## config.mk

```make
export PLATFORM = sky130hd
export DESIGN_NAME = regfile_write_arbiter
export DESIGN_NICKNAME = d
export VERILOG_FILES = /design/src/rtl/regfile_write_arbiter.sv
export SDC_FILE = /design/constraint.sdc
export NUM_CORES = 1
export LEC_CHECK = 0
export BUFFER_PORTS_ARGS = -buffer_cell sky130_fd_sc_hd__buf_2
export CAP_MARGIN = 0
export CORE_MARGIN = 5
export CORE_UTILIZATION = 43
export CTS_CLUSTER_DIAMETER = 100
export CTS_CLUSTER_SIZE = 10
export DETAILED_ROUTE_END_ITERATION = 6
export PLACE_DENSITY = 0.81
export SYNTH_ARGS = -nofsm -noshare
export SYNTH_HDL_FRONTEND = slang
export SYNTH_SLANG_ARGS = --single-unit
```

## constraint.sdc

```tcl
create_clock -name clk -period 2.22 [get_ports clk]
set_input_delay 0.111 -clock clk [delete_from_list [all_inputs] [get_ports clk]]
set_output_delay 0.111 -clock clk [all_outputs]
set_load 0.1 [all_outputs]
```

## src/rtl/regfile_write_arbiter.sv

```systemverilog
// Round-robin arbiter sharing one register-file write port between
// NUM_REQ requesters, with an optional lock for back-to-back bursts.
module regfile_write_arbiter #(
  parameter int unsigned NUM_REQ    = 4,
  parameter int unsigned ADDR_WIDTH = 5,
  parameter int unsigned DATA_WIDTH = 32
) (
  input  logic                          clk,
  input  logic                          rst_n,
  input  logic [NUM_REQ-1:0]            req_valid,
  output logic [NUM_REQ-1:0]            req_ready,
  input  logic [NUM_REQ-1:0]            req_lock,
  input  logic [NUM_REQ*ADDR_WIDTH-1:0] req_addr,
  input  logic [NUM_REQ*DATA_WIDTH-1:0] req_data,
  output logic                          rf_wen,
  output logic [ADDR_WIDTH-1:0]         rf_waddr,
  output logic [DATA_WIDTH-1:0]         rf_wdata,
  output logic [$clog2(NUM_REQ)-1:0]    grant_id,
  output logic                          locked
);

  localparam int unsigned IDW = $clog2(NUM_REQ);

  typedef enum logic {
    ST_IDLE,
    ST_LOCKED
  } state_t;

  state_t                state_q, state_d;
  logic [IDW-1:0]        rr_ptr_q, rr_ptr_d;
  logic [IDW-1:0]        owner_q, owner_d;

  logic                  rf_wen_q;
  logic [ADDR_WIDTH-1:0] rf_waddr_q;
  logic [DATA_WIDTH-1:0] rf_wdata_q;
  logic [IDW-1:0]        grant_id_q;

  logic [ADDR_WIDTH-1:0] addr_a [NUM_REQ];
  logic [DATA_WIDTH-1:0] data_a [NUM_REQ];

  logic                  win_found;
  logic [IDW-1:0]        win_idx;
  logic [IDW-1:0]        cand;

  logic                  accept;
  logic [IDW-1:0]        acc_idx;
  logic [NUM_REQ-1:0]    ready_c;

  // Successor of a requester index, wrapping NUM_REQ-1 back to 0.
  function automatic logic [IDW-1:0] next_idx(input logic [IDW-1:0] w);
    if (32'(w) == NUM_REQ - 1) begin
      return '0;
    end
    return w + IDW'(1);
  endfunction

  for (genvar g = 0; g < NUM_REQ; g++) begin : g_unpack
    assign addr_a[g] = req_addr[g*ADDR_WIDTH +: ADDR_WIDTH];
    assign data_a[g] = req_data[g*DATA_WIDTH +: DATA_WIDTH];
  end

  // Round-robin search: first valid requester starting at rr_ptr_q.
  always_comb begin
    win_found = 1'b0;
    win_idx   = '0;
    cand      = '0;
    for (int unsigned k = 0; k < NUM_REQ; k++) begin
      cand = IDW'((32'(rr_ptr_q) + k) % NUM_REQ);
      if (!win_found && req_valid[cand]) begin
        win_found = 1'b1;
        win_idx   = cand;
      end
    end
  end

  // Next-state, grant and pointer update for the IDLE/LOCKED FSM.
  always_comb begin
    state_d  = state_q;
    rr_ptr_d = rr_ptr_q;
    owner_d  = owner_q;
    ready_c  = '0;
    accept   = 1'b0;
    acc_idx  = '0;
    unique case (state_q)
      ST_IDLE: begin
        if (win_found) begin
          ready_c[win_idx] = 1'b1;
          accept           = 1'b1;
          acc_idx          = win_idx;
          rr_ptr_d         = next_idx(win_idx);
          if (req_lock[win_idx]) begin
            state_d = ST_LOCKED;
            owner_d = win_idx;
          end
        end
      end
      ST_LOCKED: begin
        if (req_valid[owner_q]) begin
          ready_c[owner_q] = 1'b1;
          accept           = 1'b1;
          acc_idx          = owner_q;
          rr_ptr_d         = next_idx(owner_q);
          if (!req_lock[owner_q]) begin
            state_d = ST_IDLE;
          end
        end else begin
          // Owner went quiet: release the port without writing.
          state_d = ST_IDLE;
        end
      end
      default: state_d = ST_IDLE;
    endcase
    // No grant may be visible while the block is held in reset.
    if (!rst_n) begin
      ready_c = '0;
      accept  = 1'b0;
    end
  end

  // State, pointer and registered write-port outputs.
  always_ff @(posedge clk or negedge rst_n) begin
    if (!rst_n) begin
      state_q    <= ST_IDLE;
      rr_ptr_q   <= '0;
      owner_q    <= '0;
      rf_wen_q   <= 1'b0;
      rf_waddr_q <= '0;
      rf_wdata_q <= '0;
      grant_id_q <= '0;
    end else begin
      state_q  <= state_d;
      rr_ptr_q <= rr_ptr_d;
      owner_q  <= owner_d;
      rf_wen_q <= accept;
      if (accept) begin
        rf_waddr_q <= addr_a[acc_idx];
        rf_wdata_q <= data_a[acc_idx];
        grant_id_q <= acc_idx;
      end
    end
  end

  assign req_ready = ready_c;
  assign rf_wen    = rf_wen_q;
  assign rf_waddr  = rf_waddr_q;
  assign rf_wdata  = rf_wdata_q;
  assign grant_id  = grant_id_q;
  assign locked    = (state_q == ST_LOCKED);

endmodule

```

; ---- Word level (Yosys, flattened, before mapping)
; Index checks and enable logic that the tools add are counted.
[classes]
eq_ne = 4
add_sub_neg = 5
reduce_logical = 10
n_mux = 61
magnitude_cmp = 9
n_bitwise = 2
[ops]
columns = op, count
row1 = $bmux W32 S2, 1
row2 = $mux W32, 2
row3 = $mux W1, 26
row4 = $mux W2, 12
row5 = $lt A2 B3 Y1 const B, 6
row6 = $bmux W1 S2, 7
row7 = $mux W4, 3
row8 = $bmux W5 S2, 1
row9 = $mux W5, 2
row10 = $pmux W2 S2, 2
row11 = $pmux W4 S2, 1
row12 = $add A2 B1 Y2 const B, 3
row13 = $logic_and A1 B1 Y1, 5
row14 = $add A2 B2 Y2 const B, 2
row15 = $demux W1 S2, 2
row16 = $eq A2 B2 Y1 const B, 2
row17 = $ge A2 B1 Y1 const B, 2
row18 = $pmux W1 S2, 2
row19 = $ge A3 B3 Y1 const B, 1
row20 = $logic_not A1 Y1, 3
row21 = $not A2 Y3, 1
row22 = $reduce_and A3 Y1, 1
row23 = $ne A2 B1 Y1 const B, 1
row24 = $ne A2 B2 Y1 const B, 1
row25 = 2 further kinds, 2
[word_totals]
inputBits = 158
wordCells = 98
regBits = 45

; ---- Longest topological paths before layout
; Gate-level depths: netlist of the first run.
[depth]
depth_word = 19
ltp_mapped = 9
ltp_nobuf = 7

; ---- Least setup slack after synthesis of the first run
; OpenSTA, ideal clock, no wires.
[synth_path]
path_kind = reg2out
start = reg state_q, in the netlist locked
end = out req_ready[0]
arrival_time_ps = 3039
slack_ps = -930
path_stages_with_launch = 5
n_path_buf = 0
cell_sequence = dfrtp_1 > nand2_1 > o21ai_2 > a22oi_1 > nor2b_1
[synth_via]
elab_chain_cells = 3
[synth_rtl]
columns = element, line
row1 = start: declaration, 29  ; state_t state_q, state_d;
row2 = start signal: assignment, 131  ; state_q <= state_d;
row3 = $not A1 Y1 (no line), --
row4 = $pmux W4 S2 (*), 84  ; unique case (state_q)
row5 = $mux W4 (*), 114  ; if (!rst_n) begin
row6 = end: declaration, 11  ; output logic [NUM_REQ-1:0] req_ready,
; Every way passes the cells marked *; elsewhere a longest branch is shown, timed or not.

; ---- Worst setup path in the final report of the first run
[layout_path]
start = reg rr_ptr_q[1]
end = out req_ready[1]
[layout_via]
elab_chain_cells = 19
[layout_rtl]
columns = element, line
row1 = start: declaration, 30  ; logic [IDW-1:0] rr_ptr_q, rr_ptr_d;
row2 = start signal: assignment, 132  ; rr_ptr_q <= rr_ptr_d;
row3 = "parallel branches: the longest is 11 deep, another holds $add A2 B1 Y2", --
row4 = $mux W2 (*), 69  ; if (!win_found && req_valid[cand]) begin
row5 = via win_idx[1], 42  ; logic [IDW-1:0] win_idx;
row6 = $lt A2 B3 Y1 (implied by the code) or $ge A2 B1 Y1 (tied branches), 87  ; ready_c[win_idx] = 1'b1;
row7 = $logic_and A1 B1 Y1 (implied by the code), 87
row8 = $mux W1 (implied by the code), 87
row9 = $demux W1 S2 (*), 87
row10 = $mux W4 (*), 86  ; if (win_found) begin
row11 = $pmux W4 S2 (*), 84
row12 = $mux W4 (*), 114
; Mark *: on every way through the listed nets, which the timed path passes. The select of a mux whose other input is x is not followed.

==> impl_metrics.tcl, run 1 <==
set metrics [dict create \
    hold_viol 0 \
    syn_to_final_growth_pct 51.8 \
    synthArstFlopShare 1.00 \
    fin_crit_sh 0.972 \
    ys_types 34 \
    route.detailed.drc 0 \
    synth_fp_nets 474 \
    slew_viol_final 0 \
    dp_cells 599 \
    synth_top_cell_by_area "dfrtp_1" \
    die_w_um 94.3 \
    seq_area_frac_synth 0.368 \
    synth_seq_cells 45 \
    grt_start_max_net_pins 39 \
    viasPerCell 5.30 \
    routed_wl_mm 10.6 \
    synth_common_cells "dfrtp_1, mux2i_1, nor2_1" \
    synth-edff-count 0 \
    fp.dieH_um 94.3 \
    die_area_um2 8890 \
    combPwrFrac 0.763 \
    crit_type "register to primary output" \
    io_pins 203 \
    h-tree-depth 2 \
    setup_viol 0 \
    ant_nets 0 \
    run_status "finished, final reports clean" \
    antenna_cells 0 \
    synthTopCellsByArea "dfrtp_1, mux2i_1, a221oi_1" \
    grt_overflow 0 \
    gp_congestion 0.772 \
    end_kind "primary output" \
    clk_path_buf_depth 2 \
    yosysWarnings 0 \
    num_rows 30 \
    max_cap_violations 0 \
    finalClockSkew_ns 0.00626 \
    finalNetCount 690 \
    clock_sinks 45 \
    worst_hold_slack_ns 0.0563 \
    vias 3290 \
    p_int_mw 3.49 \
    arrival_ns 2.05 \
    syn_area_um2 3060 \
    rsz0062_at_grt "yes" \
    worst_pin_slew_ns 0.552 \
    place_ws_ns 0.0493 \
    numCtsBuffers 5 \
    core_um2 6870 \
    clk_latency_ns 0.30 \
    peakVddDrop_mv 1.08 \
    slew_headroom 0.631 \
    final_area_um2 4640 \
    p_leak_nw 2.46 \
    final_cells 621 \
    clk_pin_slew_ns 0.09 \
    power_per_cell_area_nw_per_um2 1850 \
    switching_share 0.594 \
    io_buffer_count 202 \
    required_ns 2.11 \
    antenna_found_initial 0 \
    hold_path.class "primary input to register" \
    routedWlPerCell_um 17.1 \
    start_util 0.445 \
    ys.flop_type "dfrtp_1" \
    grt_pass1_vias 3264 \
    fillerInstances 542 \
    critPathLaunchType "register" \
    max_freq_mhz 464 \
    syn_avg_cell_area_um2 9.92 \
    utilization 0.676 \
    synth_top_area_frac 0.368 \
    fin_ws_ns 0.0630 \
    cp_max_fo 6 \
    tritoncts "built" \
    synth_most_common_cell "dfrtp_1" \
    power_frac_seq 0.174 \
    grt_pass1_wl_mm 15.4 \
    fin_crit_ns 2.16 \
    drive_above_1_share 0.531 \
    clockRootBuffer "clkbuf_8" \
    placed_area_um2 4320 \
    syn_inst 308 \
    grt_usage 0.216 \
    dp_hpwl_mm 7.92 \
    p_switching_mw 5.10 \
    first_pass_iters 5 \
    p_clk_frac 0.063 \
    drt-initial-drc-count 134 \
]
==> metal layers <==
layer  wire [um]  global-route usage  vias up
li1            -                   -     1580
met1        4050               0.250     1552
met2        5590               0.394      139
met3         812              0.0537       19
met4         170              0.0614        0
met5           0                   0        -
==> per-stage QoR <==
step / TNS (ns) / total power, mW
after detailed placement: 0 / 7.64
after floorplan: 0 / 6.36
after global routing: -0.192 / 9.01
after CTS: 0 / 8.22
after global placement: 0 / 7.53
final: 0 / 8.59
==> path summary, 6_finish.rpt <==
check / start / endpoint / slack [ns] / cells past startpoint
max in group asynchronous: rst_n / locked / 1.29 / 3
min in group asynchronous: rst_n / rr_ptr_q[1] / 0.19 / 2
worst max-delay path: rr_ptr_q[1] / req_ready[1] / 0.06 / 9
worst min register to register: grant_id[1] / grant_id[1] / 0.48 / 1
worst min-delay path: req_data[53] / rf_wdata[21] / 0.06 / 3
worst max register to register: rr_ptr_q[1] / rf_wdata[9] / 0.06 / 7
==> state kept, by name, indices dropped and copies added (netlist names) <==
register	flops
grant_id	2
locked	1
owner_q	2
rf_waddr	5
rf_wdata	32
rf_wen	1
rr_ptr_q	2
==> logic make-up after synthesis <==
kind of cell               Yosys count  synth area share
AOI/OAI and AO/OA                   84             0.210
adders and majority gates            8            0.0327
buffers and inverters               29            0.0549
DFF                                 45             0.368
muxes                               63             0.228
and+or+nand+nor                     79             0.107
==> what timing repair did <==
item / 4_1_cts / 5_1_grt
pin swaps: 1 / 5
resized for setup: 3 / 14
hold endpoints to repair: 13 / 0
setup endpoints to repair: 4 / 41
hold buffers: 1 / 0
cloned: 0 / 3
setup buffers: 0 / 10
==> critical path: stages, from the launching register on <==
cell	delay, ns
dfrtp_2	0.47
nor3b_2	0.21
a211oi_2	0.08
nor2_2	0.17
buf_6	0.15
inv_2	0.05
ha_1	0.20
a22oi_2	0.20
nor2b_4	0.06
buf_12	0.16
==> layout by cell type, fill, tap and decap left out, types with 4 or more instances in the layout <==
| master | Yosys | final |
|---|---|---|
| a21o_1 | 4 | 4 |
| a21oi_1 | 21 | 21 |
| a221o_1 | 17 | 17 |
| a221oi_1 | 20 | 20 |
| a22oi_2 | 0 | 4 |
| buf_12 | 0 | 8 |
| buf_2 | 17 | 198 |
| buf_4 | 4 | 21 |
| clkbuf_8 | 0 | 6 |
| dfrtp_1 | 45 | 43 |
| ha_1 | 8 | 7 |
| mux2_1 | 5 | 5 |
| mux2_2 | 5 | 5 |
| mux2_4 | 8 | 8 |
| mux2i_1 | 44 | 43 |
| nand2_1 | 25 | 25 |
| nor2_1 | 42 | 41 |
| nor2b_4 | 0 | 6 |
| o21ai_0 | 8 | 8 |
==> final cells by class <==
type                    count  area (um2)  share of cell area
inverters                   5        18.8             0.00404
clock buffers               6        82.6              0.0178
multi-input cells         235        1870               0.403
flip-flops and latches     45        1130               0.243
well taps                  96         120              0.0259
repair buffers            232        1410               0.303
clock inverters             2        13.8             0.00297
==> power groups by stage <==
stage	Sequential [mW]	Clock, mW	Combinational, mW
6_report	1.49	0.543	6.55
5_1_grt	1.55	0.593	6.86
4_1_cts	1.49	0.553	6.18
3_5_place_dp	1.50	0	6.15
3_3_place_gp	1.49	0	6.04
2_1_floorplan	4.10	0	2.26
No activity file was read; power rests on OpenSTA's default activity.
==> run 2, diff against run 1 <==
--- a/config.mk
+++ b/config.mk
@@ -7,11 +7,11 @@
 export LEC_CHECK = 0
 export BUFFER_PORTS_ARGS = -buffer_cell sky130_fd_sc_hd__buf_2
 export CAP_MARGIN = 0
-export CORE_MARGIN = 5
 export CORE_UTILIZATION = 43
 export CTS_CLUSTER_DIAMETER = 100
 export CTS_CLUSTER_SIZE = 10
 export DETAILED_ROUTE_END_ITERATION = 6
+export GPL_ROUTABILITY_DRIVEN = 0
 export PLACE_DENSITY = 0.81
 export SYNTH_ARGS = -nofsm -noshare
 export SYNTH_HDL_FRONTEND = slang
==> run 2 against run 1 <==
Compared with the run above:
- count of clock-buffer cells in the layout up 1
- fmax up 1.4%
- flip-flop and latch count unchanged
- critical path depth down 3
- register-to-register slack better by 0.03 ns
- setup slack better by 0.030 ns
- die area down 16%
- hold slack worse by 0.052 ns
- cell area down 2.8%
- first-iteration DRC count down 34%
- critical path type is now register to register
- largest cell class unchanged
- highest routed layer unchanged
==> impl_metrics.tcl, run 2 (synthesis results as in run 1) <==
set metrics [dict create \
    run_status "finished, final reports clean" \
    start_util 0.447 \
    clk_latency_ns 0.29 \
    finalClockSkew_ns 0.00755 \
    crit_buf_inv 1 \
    slew_viol_final 0 \
    io_pins 203 \
    clockRootBuffer "clkbuf_8" \
    grt_overflow 0 \
    power_per_cell_area_nw_per_um2 1860 \
    antenna_cells 0 \
    peakVddDrop_mv 0.978 \
    rsz0062_at_grt "yes" \
    path_delay_family "compound AO/OA/AOI/OAI gates" \
    routed_wl_mm 9.33 \
    first_pass_iters 4 \
    fin_crit_sh 0.958 \
    vias 3299 \
    drive_above_1_share 0.518 \
    crit_slowest_cell "dfrtp_2" \
    dp_hpwl_mm 6.92 \
    r2r_cells 6 \
    layout_common_cells "buf_2, mux2i_1, dfrtp_1" \
    p_leak_nw 2.37 \
    worst_hold_slack_ns 0.00462 \
    clock_sinks 45 \
    fp.dieH_um 86.3 \
    arrival_ns 2.30 \
    clk_pin_slew_ns 0.08 \
    required_ns 2.39 \
    finalNetCount 677 \
    grt_pass1_wl_mm 14.3 \
    die_area_um2 7450 \
    worst_pin_slew_ns 0.618 \
    max_freq_mhz 470 \
    numCtsBuffers 5 \
    reg2reg_slack_ns 0.09 \
    hold_viol 0 \
    largest_reg_flops 32 \
    p_total_mw 8.40 \
    die_w_um 86.3 \
    crit_type "register to register" \
    r2r_end "rf_wdata[12]" \
    grt_usage 0.242 \
    fillerInstances 588 \
    critPathMaxStageDelay_ns 0.45 \
    core_um2 6830 \
    fin_ws_ns 0.0928 \
    critPathLaunchType "register" \
    fin_crit_ns 2.13 \
    place_ws_ns -0.0516 \
    clk_path_buf_depth 2 \
    grt_pass1_vias 3227 \
    drt-initial-drc-count 88 \
    h-tree-depth 2 \
    antenna_found_initial 0 \
    viasPerCell 5.43 \
    ant_nets 0 \
    tritoncts "built" \
    cp_max_fo 21 \
    cts_hold_buf 0 \
    io_buffer_count 202 \
    rr_startpoint "rr_ptr_q[1]" \
    num_rows 30 \
    route.detailed.drc 0 \
    final_common_cell "buf_2" \
    finalSetupTns_ns 0 \
    max_cap_violations 0 \
    grt_start_max_net_pins 50 \
    slew_headroom 0.588 \
    hold_path.class "primary input to asynchronous set/reset pin" \
    syn_to_final_growth_pct 47.6 \
    end_kind "register" \
    routedWlPerCell_um 15.3 \
    path_cells "nand2b_1 -> a21o_1 -> a31oi_4 -> buf_12 -> mux2_1 -> a221o_1" \
    setup_viol 0 \
]
run 2: worst max path at each step:
stage	from	end	slack, ns	cells past startpoint
5_1_grt	owner_q[0]	rf_wdata[8]	-0.02	7
3_3_place_gp	rr_ptr_q[1]	rf_wdata[13]	0.13	7
3_5_place_dp	rr_ptr_q[1]	rf_wdata[21]	-0.05	7
6_report	rr_ptr_q[1]	rf_wdata[12]	0.09	6
2_1_floorplan	locked	req_ready[0]	0.21	4
4_1_cts	rr_ptr_q[1]	rf_wdata[22]	0.006	6
run 2: final cells by class:
type,instances,area [um2],area share
repair buffers,219,1260,0.280
well taps,96,120,0.0266
multi-input cells,235,1860,0.413
flip-flops and latches,45,1130,0.250
inverters,5,22.5,0.00499
clock buffers,7,86.3,0.0191
clock inverters,1,30.0,0.00666
run 2: per-stage QoR:
| stage | instances | util | instance area, um2 |
|---|---|---|---|
| final | 608 | 0.660 | 4510 |
| after floorplan | 308 | - | 3090 |
| after detailed placement | 595 | 0.627 | 4280 |
| after global placement | 595 | 0.627 | 4280 |
| after CTS | 603 | 0.648 | 4420 |
| after global routing | 608 | 0.660 | 4510 |
run 2: timing repair:
item / in CTS / in global routing
setup endpoints to repair: 8 / 41
cloned: 0 / 2
setup buffers: 0 / 3
resized for setup: 6 / 10
pin swaps: 0 / 3
run 2: layer usage:
layer  vias up  share of wire  GRT usage
met4         0          0.027     0.0879
met1      1552           0.39      0.264
met3        33          0.064     0.0381
met2       157           0.52      0.468
li1       1557              -          -
met5         -              0          0
run 2: where the power goes:
| group | internal [mW] | switching (mW) | total (mW) |
|---|---|---|---|
| logic | 1.78 | 4.50 | 6.28 |
| clock network | 0.367 | 0.267 | 0.634 |
| registers | 1.23 | 0.246 | 1.48 |
| total | 3.39 | 5.01 | 8.40 |
==> run 3, diff against run 2 <==
--- a/config.mk
+++ b/config.mk
@@ -7,12 +7,15 @@
 export LEC_CHECK = 0
 export BUFFER_PORTS_ARGS = -buffer_cell sky130_fd_sc_hd__buf_2
 export CAP_MARGIN = 0
-export CORE_UTILIZATION = 43
+export CELL_PAD_IN_SITES_DETAIL_PLACEMENT = 1
+export CELL_PAD_IN_SITES_GLOBAL_PLACEMENT = 1
+export CORE_UTILIZATION = 31
+export CTS_BUF_LIST = sky130_fd_sc_hd__clkbuf_4 sky130_fd_sc_hd__clkbuf_8
 export CTS_CLUSTER_DIAMETER = 100
 export CTS_CLUSTER_SIZE = 10
 export DETAILED_ROUTE_END_ITERATION = 6
 export GPL_ROUTABILITY_DRIVEN = 0
-export PLACE_DENSITY = 0.81
+export PLACE_DENSITY = 0.83
 export SYNTH_ARGS = -nofsm -noshare
 export SYNTH_HDL_FRONTEND = slang
 export SYNTH_SLANG_ARGS = --single-unit
==> constraint.sdc (replaced) <==
create_clock -name clk -period 2 [get_ports clk]
set_input_delay 0.1 -clock clk [delete_from_list [all_inputs] [get_ports clk]]
set_output_delay 0.1 -clock clk [all_outputs]
set_load 0.1 [all_outputs]
==> run 3 against run 2 <==
Compared with the run above:
- the flow now finishes with violations (setup timing)
- sequential power grew 14%
- non-clock buffer count grew 38
- critical path type unchanged
- routed wire length grew 52%
- largest power group unchanged
- via count grew 11%
- cell area grew 22%
- highest routed layer unchanged
==> impl_metrics.tcl, run 3 (synthesis results as in run 1) <==
set metrics [dict create \
    drt-initial-drc-count 108 \
    dp_hpwl_mm 8.69 \
    io_pins 203 \
    max_freq_mhz 447 \
    routedWlPerCell_um 20.9 \
    clk_pin_slew_ns 0.10 \
    fillerInstances 1079 \
    hold_viol 0 \
    finalSetupTns_ns -5.43 \
    fin_crit_ns 2.24 \
    run_status "complete, but fails checks" \
    cp_max_fo 8 \
    crit_slowest_cell "dfrtp_1" \
    worst_pin_slew_ns 0.681 \
    finalNetCount 716 \
    required_ns 2.18 \
    die_w_um 101 \
    power_per_cell_area_nw_per_um2 2080 \
    largest_reg_flops 32 \
    setup_viol 42 \
    route.detailed.drc 0 \
    drive_above_1_share 0.644 \
    peakVddDrop_mv 0.942 \
    viasPerCell 5.39 \
    layout_common_cells "buf_2, dfrtp_1, nor2_1" \
    final_area_um2 5510 \
    grt_start_max_net_pins 32 \
    violations "setup timing" \
    tritoncts "built" \
    ant_nets 0 \
    final_common_cell "buf_2" \
    rsz0062_at_grt "yes" \
    core_um2 9420 \
    start_util 0.325 \
    clk_path_buf_depth 2 \
    path_cells "buf_6 -> nand3b_1 -> a21boi_4 -> a31oi_4 -> buf_12 -> clkbuf_16 -> mux2_4 -> a221o_1" \
    fp.dieH_um 101 \
    place_ws_ns -0.227 \
    num_rows 35 \
    utilization 0.585 \
    p_leak_nw 2.73 \
    first_pass_iters 4 \
    io_buffer_count 202 \
    grt_usage 0.250 \
    fin_crit_sh 1.12 \
    hold_path.class "primary input to register" \
    multi_input_area_um2 2250 \
    routed_wl_mm 14.2 \
    h-tree-depth 2 \
    grt_overflow 0 \
    critPathLaunchType "register" \
    max_cap_violations 0 \
    syn_to_final_growth_pct 80.1 \
    critPathMaxStageDelay_ns 0.44 \
    end_kind "register" \
    die_area_um2 10300 \
    clk_latency_ns 0.30 \
    clockRootBuffer "clkbuf_8" \
    arrival_ns 2.41 \
    slew_headroom 0.545 \
    antenna_found_initial 1 \
    worst_hold_slack_ns 0.0519 \
    numCtsBuffers 5 \
    clock_sinks 45 \
    grt_pass1_wl_mm 19.7 \
    fin_ws_ns -0.237 \
    seq_area_um2 1130 \
    slew_viol_final 0 \
    finalClockSkew_ns 0.0174 \
    crit_type "register to register" \
    placed_area_um2 4430 \
    grt_pass1_vias 3883 \
    vias 3666 \
]
[run 3: cell count changes in the layout (fill, tap and decap cells not counted), moves of 8 or more]
cell,previous run,this run
a221oi_1,20,3
a221oi_2,0,17
buf_12,7,15
buf_4,12,20
buf_6,0,13
mux2i_1,43,31
mux2i_2,1,9
[run 3: per-stage QoR]
stage	total power, mW	std cells
floorplan	7.06	308
global placement	8.53	643
detailed placement	8.72	643
CTS	10.2	666
global route	11.9	680
finish	11.5	680
[run 3: path summary, 6_finish.rpt]
path / cells past startpoint / startpoint / slack (ns) / to
hold reg to reg: 2 / grant_id[0] / 0.49 / grant_id[0]
max in group asynchronous: 3 / rst_n / 1.10 / rr_ptr_q[1]
min in group asynchronous: 2 / rst_n / 0.17 / owner_q[1]
setup / recovery: 8 / rr_ptr_q[0] / -0.24 / rf_wdata[30]
setup reg to reg: 8 / rr_ptr_q[0] / -0.24 / rf_wdata[30]
hold / removal: 3 / req_data[63] / 0.05 / rf_wdata[31]
[run 3: worst max-delay path: cells and delay by family (launching register included)]
kind / cells / cell delay (ns)
mux: 1 / 0.30
compound gates: 3 / 0.67
buf+inv: 3 / 0.49
flops: 1 / 0.44
simple gates: 1 / 0.20
[run 3: where the power goes]
part | internal, mW | switching, mW | total [mW]
clock | 0.289 | 0.325 | 0.614
combinational | 3.28 | 5.87 | 9.16
sequential | 1.37 | 0.321 | 1.69
[run 3: what timing repair did]
action,CTS,global route
buffers inserted,11,8
endpoints found under the hold margin,17,0
setup endpoints to repair,44,44
resized for setup,60,65
pin swaps,17,29
cloned,4,7
hold buffers,1,0
[run 3: routing by layer]
| metal | vias up | share of wire | global-route usage |
|---|---|---|---|
| met4 | 0 | 0.023 | 0.0836 |
| met3 | 25 | 0.060 | 0.0490 |
| met2 | 188 | 0.53 | 0.468 |
| met5 | - | 0 | 0 |
| met1 | 1814 | 0.39 | 0.281 |
| li1 | 1639 | - | - |
[run 3: area by class of cell]
type	instances	share of cell area
Timing Repair Buffer	257	0.333
Antenna cell	1	0.000455
Inverter	5	0.00545
Tap cell	129	0.0293
Timing Repair inverter	1	0.00136
Sequential cell	45	0.205
Clock buffer	7	0.0164
Multi-Input combinational cell	235	0.409
